[src/rtl/mem_access_unit.sv]
// rtl/mem_access_unit.sv - byte/half/word load-store sequencer for word-addressed data memory
module mem_access_unit #(
   parameter int ADDR_W = 13
) (
   input  logic              clk,
   input  logic              reset,
   input  logic              req_valid,
   output logic              req_ready,
   input  logic              req_write,
   input  logic [1:0]        req_size,
   input  logic              req_unsigned,
   input  logic [31:0]       req_addr,
   input  logic [31:0]       req_wdata,
   output logic              resp_valid,
   output logic [31:0]       resp_rdata,
   output logic              resp_fault,
   output logic [ADDR_W-1:0] mem_address,
   output logic [31:0]       mem_write_data,
   output logic              mem_read,
   output logic              mem_write,
   input  logic [31:0]       mem_read_data
);

   typedef enum logic [2:0] {
      S_IDLE     = 3'd0,
      S_LOAD     = 3'd1,
      S_RMW_READ = 3'd2,
      S_STORE    = 3'd3,
      S_RESP     = 3'd4
   } state_t;

   state_t              state_q, state_d;
   logic [ADDR_W-1:0]   addr_q;
   logic [1:0]          lane_q;
   logic [1:0]          size_q;
   logic                unsigned_q;
   logic [15:0]         wdata_q;
   logic [31:0]         merge_q;
   logic [31:0]         rdata_q;
   logic                fault_q;
   logic                accept;
   logic                req_fault;

   // Big-endian lane extraction: lane 0 is the most significant byte.
   function automatic logic [31:0] extract(input logic [31:0] word, input logic [1:0] lane,
                                           input logic [1:0] size, input logic uns);
      logic [31:0] sh;
      logic [31:0] res;
      res = word;
      if (size == 2'b00) begin
         sh  = word >> {~lane, 3'b000};
         res = uns ? {24'd0, sh[7:0]} : {{24{sh[7]}}, sh[7:0]};
      end else if (size == 2'b01) begin
         sh  = word >> {~lane[1], 4'b0000};
         res = uns ? {16'd0, sh[15:0]} : {{16{sh[15]}}, sh[15:0]};
      end
      return res;
   endfunction

   // Replace the addressed byte or halfword lane of a memory word with store data.
   function automatic logic [31:0] merge(input logic [31:0] word, input logic [15:0] data,
                                         input logic [1:0] lane, input logic [1:0] size);
      logic [4:0]  sh;
      logic [31:0] mask;
      logic [31:0] ins;
      if (size == 2'b00) begin
         sh   = {~lane, 3'b000};
         mask = 32'h0000_00ff << sh;
         ins  = {24'd0, data[7:0]} << sh;
      end else begin
         sh   = {~lane[1], 4'b0000};
         mask = 32'h0000_ffff << sh;
         ins  = {16'd0, data} << sh;
      end
      return (word & ~mask) | ins;
   endfunction

   assign req_ready = (state_q == S_IDLE) && !reset;
   assign accept    = req_valid && req_ready;
   assign req_fault = (req_size == 2'b11)
                    || ((req_size == 2'b01) && req_addr[0])
                    || ((req_size == 2'b10) && (req_addr[1:0] != 2'b00))
                    || ((req_addr >> (ADDR_W + 2)) != 32'd0);

   // State register; reset drops any in-flight request.
   always_ff @(posedge clk) begin
      if (reset) state_q <= S_IDLE;
      else       state_q <= state_d;
   end

   // Next-state sequencing.
   always_comb begin
      state_d = state_q;
      case (state_q)
         S_IDLE: begin
            if (accept) begin
               if (req_fault)               state_d = S_RESP;
               else if (!req_write)         state_d = S_LOAD;
               else if (req_size == 2'b10)  state_d = S_STORE;
               else                         state_d = S_RMW_READ;
            end
         end
         S_LOAD:     state_d = S_RESP;
         S_RMW_READ: state_d = S_STORE;
         S_STORE:    state_d = S_RESP;
         S_RESP:     state_d = S_IDLE;
         default:    state_d = S_IDLE;
      endcase
   end

   // Request capture, load extraction and read-modify-write merge.
   always_ff @(posedge clk) begin
      if (reset) begin
         addr_q     <= '0;
         lane_q     <= 2'b00;
         size_q     <= 2'b00;
         unsigned_q <= 1'b0;
         wdata_q    <= 16'd0;
         merge_q    <= 32'd0;
         rdata_q    <= 32'd0;
         fault_q    <= 1'b0;
      end else begin
         case (state_q)
            S_IDLE: begin
               if (accept) begin
                  addr_q     <= req_addr[ADDR_W+1:2];
                  lane_q     <= req_addr[1:0];
                  size_q     <= req_size;
                  unsigned_q <= req_unsigned;
                  wdata_q    <= req_wdata[15:0];
                  fault_q    <= req_fault;
                  rdata_q    <= 32'd0;
                  if (req_write && (req_size == 2'b10) && !req_fault)
                     merge_q <= req_wdata;
               end
            end
            S_LOAD:     rdata_q <= extract(mem_read_data, lane_q, size_q, unsigned_q);
            S_RMW_READ: merge_q <= merge(mem_read_data, wdata_q, lane_q, size_q);
            default: ;
         endcase
      end
   end

   // Outputs decoded from state; everything is held at 0 while reset is asserted.
   always_comb begin
      resp_valid     = 1'b0;
      resp_rdata     = 32'd0;
      resp_fault     = 1'b0;
      mem_read       = 1'b0;
      mem_write      = 1'b0;
      mem_address    = '0;
      mem_write_data = 32'd0;
      if (!reset) begin
         mem_address    = addr_q;
         mem_write_data = merge_q;
         mem_read       = (state_q == S_LOAD) || (state_q == S_RMW_READ);
         mem_write      = (state_q == S_STORE);
         if (state_q == S_RESP) begin
            resp_valid = 1'b1;
            resp_rdata = rdata_q;
            resp_fault = fault_q;
         end
      end
   end

endmodule

[config.mk]
export PLATFORM = sky130hd
export DESIGN_NAME = mem_access_unit
export DESIGN_NICKNAME = d
export VERILOG_FILES = /design/src/rtl/mem_access_unit.sv
export SDC_FILE = /design/constraint.sdc
export NUM_CORES = 1
export LEC_CHECK = 0
export CAP_MARGIN = 20
export CORE_AREA = 5 5 97 167
export DETAILED_ROUTE_END_ITERATION = 10
export DIE_AREA = 0 0 102 172
export MAX_ROUTING_LAYER = met4
export PLACE_DENSITY_LB_ADDON = 0.12
export SLEW_MARGIN = 10
export SYNTH_ARGS = -nofsm -noshare
export SYNTH_HDL_FRONTEND = slang
export SYNTH_SLANG_ARGS = --single-unit
[constraint.sdc]
create_clock -name clk -period 2.84 [get_ports clk]
set_input_delay 0.568 -clock clk [delete_from_list [all_inputs] [get_ports clk]]
set_output_delay 0.568 -clock clk [all_outputs]
set_load 0.02 [all_outputs]
# Word-level counts from Yosys, hierarchy flattened

Index checks and enable logic that the tools add are counted.

Equal/unequal tests: 10
Shift-type cells: 6
Multiplexer cells: 30
Bitwise gates (word level): 5
Reduce and logical (&&, ||, !) cells: 22

Operator list:

| kind                                                 | count |
|---|---|
| two-way mux 32 bit                                   | 16 |
| one-hot mux 32 bit (2 select lines)                  | 2 |
| AND 32 bit                                           | 1 |
| NOT 32 bit                                           | 1 |
| OR 32 bit                                            | 1 |
| nonzero test 32 bit                                  | 1 |
| << shifter 16 x 5 -> 32 bit                          | 1 |
| << shifter 16 x 5 -> 32 bit (first input constant)   | 1 |
| << shifter 8 x 5 -> 32 bit                           | 1 |
| << shifter 8 x 5 -> 32 bit (first input constant)    | 1 |
| right shift 32 x 5 -> 16 bit                         | 1 |
| right shift 32 x 5 -> 8 bit                          | 1 |
| two-way mux 13 bit                                   | 1 |
| one-hot mux 3 bit (3 select lines)                   | 1 |
| two-way mux 1 bit                                    | 7 |
| equality test 3 x 2 -> 1 bit (second input constant) | 2 |
| logical AND 1 bit                                    | 6 |
| two-way mux 3 bit                                    | 2 |
| nonzero test 2 bit                                   | 3 |
| equality test 2 x 1 -> 1 bit (second input constant) | 2 |
| equality test 2 bit (second input constant)          | 2 |
| logical OR 1 bit                                     | 4 |
| AND reduction 2 bit                                  | 2 |
| equality test 3 x 1 -> 1 bit (second input constant) | 1 |
| 11 further kinds                                     | 12 |

Bits in registers: 102
Input bits: 103
Output and inout bits: 82

# Logic depth before layout (Yosys ltp)

Depth after elaboration: 10
Depth in mapped cells: 8
Mapped depth without buffers: 5

# Worst setup path after synthesis

Ideal clock, no wire load.

Kind: input to output
From: in reset
To: out resp_rdata[22]
Data arrival time: 1.789 ns
Path slack: 0.483 ns
Stages: 3
Path buffers: 1
Cells stage by stage: nor4b_1 -> clkbuf_1 -> and2_1

Cells in the longest elaborated chain, start to end: 1

Ends and longest elaborated chain:

| item               | line | RTL |
|---|---|---|
| from (decl)        | 6    | `input logic reset,` |
| two-way mux 32 bit | 153  | `if (!reset) begin` |
| to (decl)          | 15   | `output logic [31:0] resp_rdata,` |

Every way passes these cells.

# Final worst setup path

From: reg state_q[1]
To: out resp_rdata[30]

Cells in the longest elaborated chain, start to end: 3

Ends and longest elaborated chain:

| item                   | line | RTL |
|---|---|---|
| from (decl)            | 32   | `state_t state_q, state_d;` |
| from (signal assigned) | 88   | `else state_q <= state_d;` |
| equality test 3 bit    | 158  | `if (state_q == S_RESP) begin` |
| two-way mux 32 bit     | 158  |  |
| two-way mux 32 bit     | 153  |  |

Every way passes these cells.

==> results_dict.tcl <==
set metrics [dict create \
    status "finished, final reports clean" \
    place.gp.congestion 0.881 \
    cp.arrival_ns 2.13 \
    io_buffers 184 \
    fp.coreArea_um2 14700 \
    detail_route.wl_per_cell_um 20.8 \
    clock_latency_ns 0.36 \
    antenna_left 0 \
    final_cell_mix "clkdlybuf4s50_1 (183), dfxtp_1 (101), nand2_1 (49)" \
    netlist_area_um2 5750 \
    htreeDepth 3 \
    rows 59 \
    drt_iter0_drc 497 \
    ys_ff_latch 102 \
    clock_sinks 102 \
    leakagePower_nw 2.98 \
    die_w_um 102 \
    yosysUniqueCellTypes 48 \
    grt_pass1_vias 5729 \
    cp_max_fo 34 \
    stdcell_area_um2 8130 \
    yosysSeqAreaShare 0.355 \
    grt_use_total 0.237 \
    final_common_cell "clkdlybuf4s50_1" \
    drv_slew 0 \
    routed_wirelength_um 20700 \
    pre_cts_ws_ns 0.0528 \
    yosys.area.top_type "dfxtp_1" \
    placed_area_um2 7830 \
    min_path_type "reg -> reg" \
    synth_cells 642 \
    ios 185 \
    avgSynthCellArea_um2 8.96 \
    grt_max_degree 65 \
    cts_buffers 9 \
    finClkSkew_ns 0.00926 \
    via_count 5673 \
    endpoint "resp_rdata[30]" \
    setup.worst_path.end_class "output pin" \
    r2r_slack_ns 0.62 \
    cts_tree "yes" \
    critPathLaunchType "flip-flop" \
    yosysWarnings 0 \
    drcViolationCount 0 \
    nets 909 \
    relSlewSlack 0.532 \
    viasPerCell 5.71 \
    required_ns 2.27 \
    grt_setup_unrepaired "false" \
    multi_input_comb_area_um2 3430 \
    min_period_ns 2.70 \
    rr_worst_depth 6 \
    regArea_um2 2040 \
    hpwlAfterDp_um 15800 \
    vdd_ir_drop_max_v 0.000289 \
    syn2layout_area_growth_pct 41.3 \
    r2r-end "merge_q[12]$_SDFFE_PP0P_" \
    synthTopCellsByArea "dfxtp_1 (36%), mux2_4 (5.2%), nor2b_1 (5.2%)" \
    antenna_cells 0 \
    power.density_nw_per_um2 414 \
    antenna_found_initial 0 \
    die-area_um2 17500 \
    r2r-start "state_q[0]$_SDFFE_PP0P_" \
    crit_type "reg -> out" \
    syn_nets 745 \
    slowest_stage "clkdlybuf4s50_1" \
    synth_ff_type "dfxtp_1" \
    synth.top_cell.area_share 0.355 \
    drive_above_1_share 0.123 \
    period_share 0.949 \
    clk_pin_slew_worst_paths_ns 0.07 \
    maxCapViolCount 0 \
    cts_max_path_buffers 2 \
    tns_ns 0 \
    async_flop_share 0 \
    fmax_mhz 371 \
    initial_core_util 0.391 \
    die_h_um 172 \
    crit_start "state_q[1]$_SDFFE_PP0P_" \
    synth-edff-count 0 \
    root_buffer "clkbuf_16" \
    max_stage_delay_ns 0.61 \
    path_cells "nor4b_2 > buf_6 > and2_1 > clkdlybuf4s50_1" \
    setup_viol 0 \
    hold_viol 0 \
    grt_overflow_total 0 \
    nFillCells 1384 \
    worst_slack_ns 0.145 \
    worst_slew_pin_slew_ns 0.700 \
    first_pass_iters 5 \
    grt_pass1_wl_um 31100 \
]
[report_power, final]
group          leakage (nW)  switching [mW]  total [mW]  internal (mW)
sequential            0.829          0.0366        1.51           1.47
clock                 0.133           0.577        1.20          0.627
combinational          2.02           0.330       0.651          0.320
[Yosys cell counts, types with 3 or more instances]
library cell and count:
a221o_1 16, and2_1 35, clkbuf_1 40, mux4_2 8
nor4b_1 9, buf_2 14, nand3b_1 20, a22oi_1 13
nand2_1 49, o21ai_0 29, buf_1 8, a32oi_1 4
nor4_2 3, mux2_4 20, a22o_1 13, nor4_1 3
nor3_1 4, nand3_1 3, inv_1 4, dfxtp_1 102
a311oi_1 4, mux2i_1 18, o2111ai_1 14, o211ai_1 12
nor2_1 33, a211oi_1 31, nand2b_1 4, mux2_2 13
nor2b_1 48, o21a_1 3, a21oi_1 42
[cell type report]
class | count | area share
clock buffer | 11 | 0.0299
sequential | 102 | 0.251
clock inverter | 5 | 0.00508
multi-input combinational | 472 | 0.422
inverter | 4 | 0.00185
tap | 183 | 0.0282
timing repair buffer | 217 | 0.262
[flip-flops by register name (all words and copies together), names as in the netlist]
register    cells
size_q          2
addr_q         13
merge_q        32
unsigned_q      1
wdata_q        16
lane_q          2
fault_q         1
state_q         3
rdata_q        32
[how the worst min path moves through the flow]
stage / startpoint / cells after the start / endpoint / slack [ns]
after global routing: rdata_q[4]$_SDFFE_PP0P_ / 2 / rdata_q[4]$_SDFFE_PP0P_ / 0.48
final: rdata_q[0]$_SDFFE_PP0P_ / 2 / rdata_q[0]$_SDFFE_PP0P_ / 0.46
after CTS: rdata_q[0]$_SDFFE_PP0P_ / 2 / rdata_q[0]$_SDFFE_PP0P_ / 0.46
after floorplan: rdata_q[0]$_SDFFE_PP0P_ / 2 / rdata_q[0]$_SDFFE_PP0P_ / 0.43
after global placement: rdata_q[0]$_SDFFE_PP0P_ / 2 / rdata_q[0]$_SDFFE_PP0P_ / 0.45
after detailed placement: rdata_q[0]$_SDFFE_PP0P_ / 2 / rdata_q[0]$_SDFFE_PP0P_ / 0.45
[layer usage]
metal | part of all wire | vias to the layer above | track usage
li1 | - | 2707 | -
met1 | 0.38 | 2710 | 0.256
met2 | 0.52 | 216 | 0.419
met3 | 0.060 | 40 | 0.0379
met4 | 0.039 | 0 | 0.107
met5 | 0 | - | -
[through the flow]
step	hold WS (ns)	total power [mW]	util	instances
floorplan	0.432	1.86	-	642
global placement	0.450	2.18	0.533	977
detailed placement	0.448	2.19	0.533	977
CTS	0.458	3.38	0.553	993
global route	0.483	3.48	0.553	994
finish	0.460	3.36	0.553	994
[cells by family (layout without fill, tap and decap cells)]
family	count (synthesis)	in the layout	synth area share
flip-flops	102	102	0.355
AO/OA/AOI/OAI	192	192	0.239
AND/OR/NAND/NOR	221	221	0.216
buffers and inverters	68	237	0.0500
multiplexers	59	59	0.140
[what timing repair did]
item,CTS,global route
hold buffers,0,0
setup buffers,0,0
resized for setup,0,1
endpoints found under the setup margin,0,14
[critical path, delay by kind of cell (launching register included)]
family	cells	cell delay [ns]
buffers and inverters	2	0.85
AND/OR/NAND/NOR	2	0.49
flip-flops	1	0.43
Note: power is estimated with default switching activity, not from simulation.
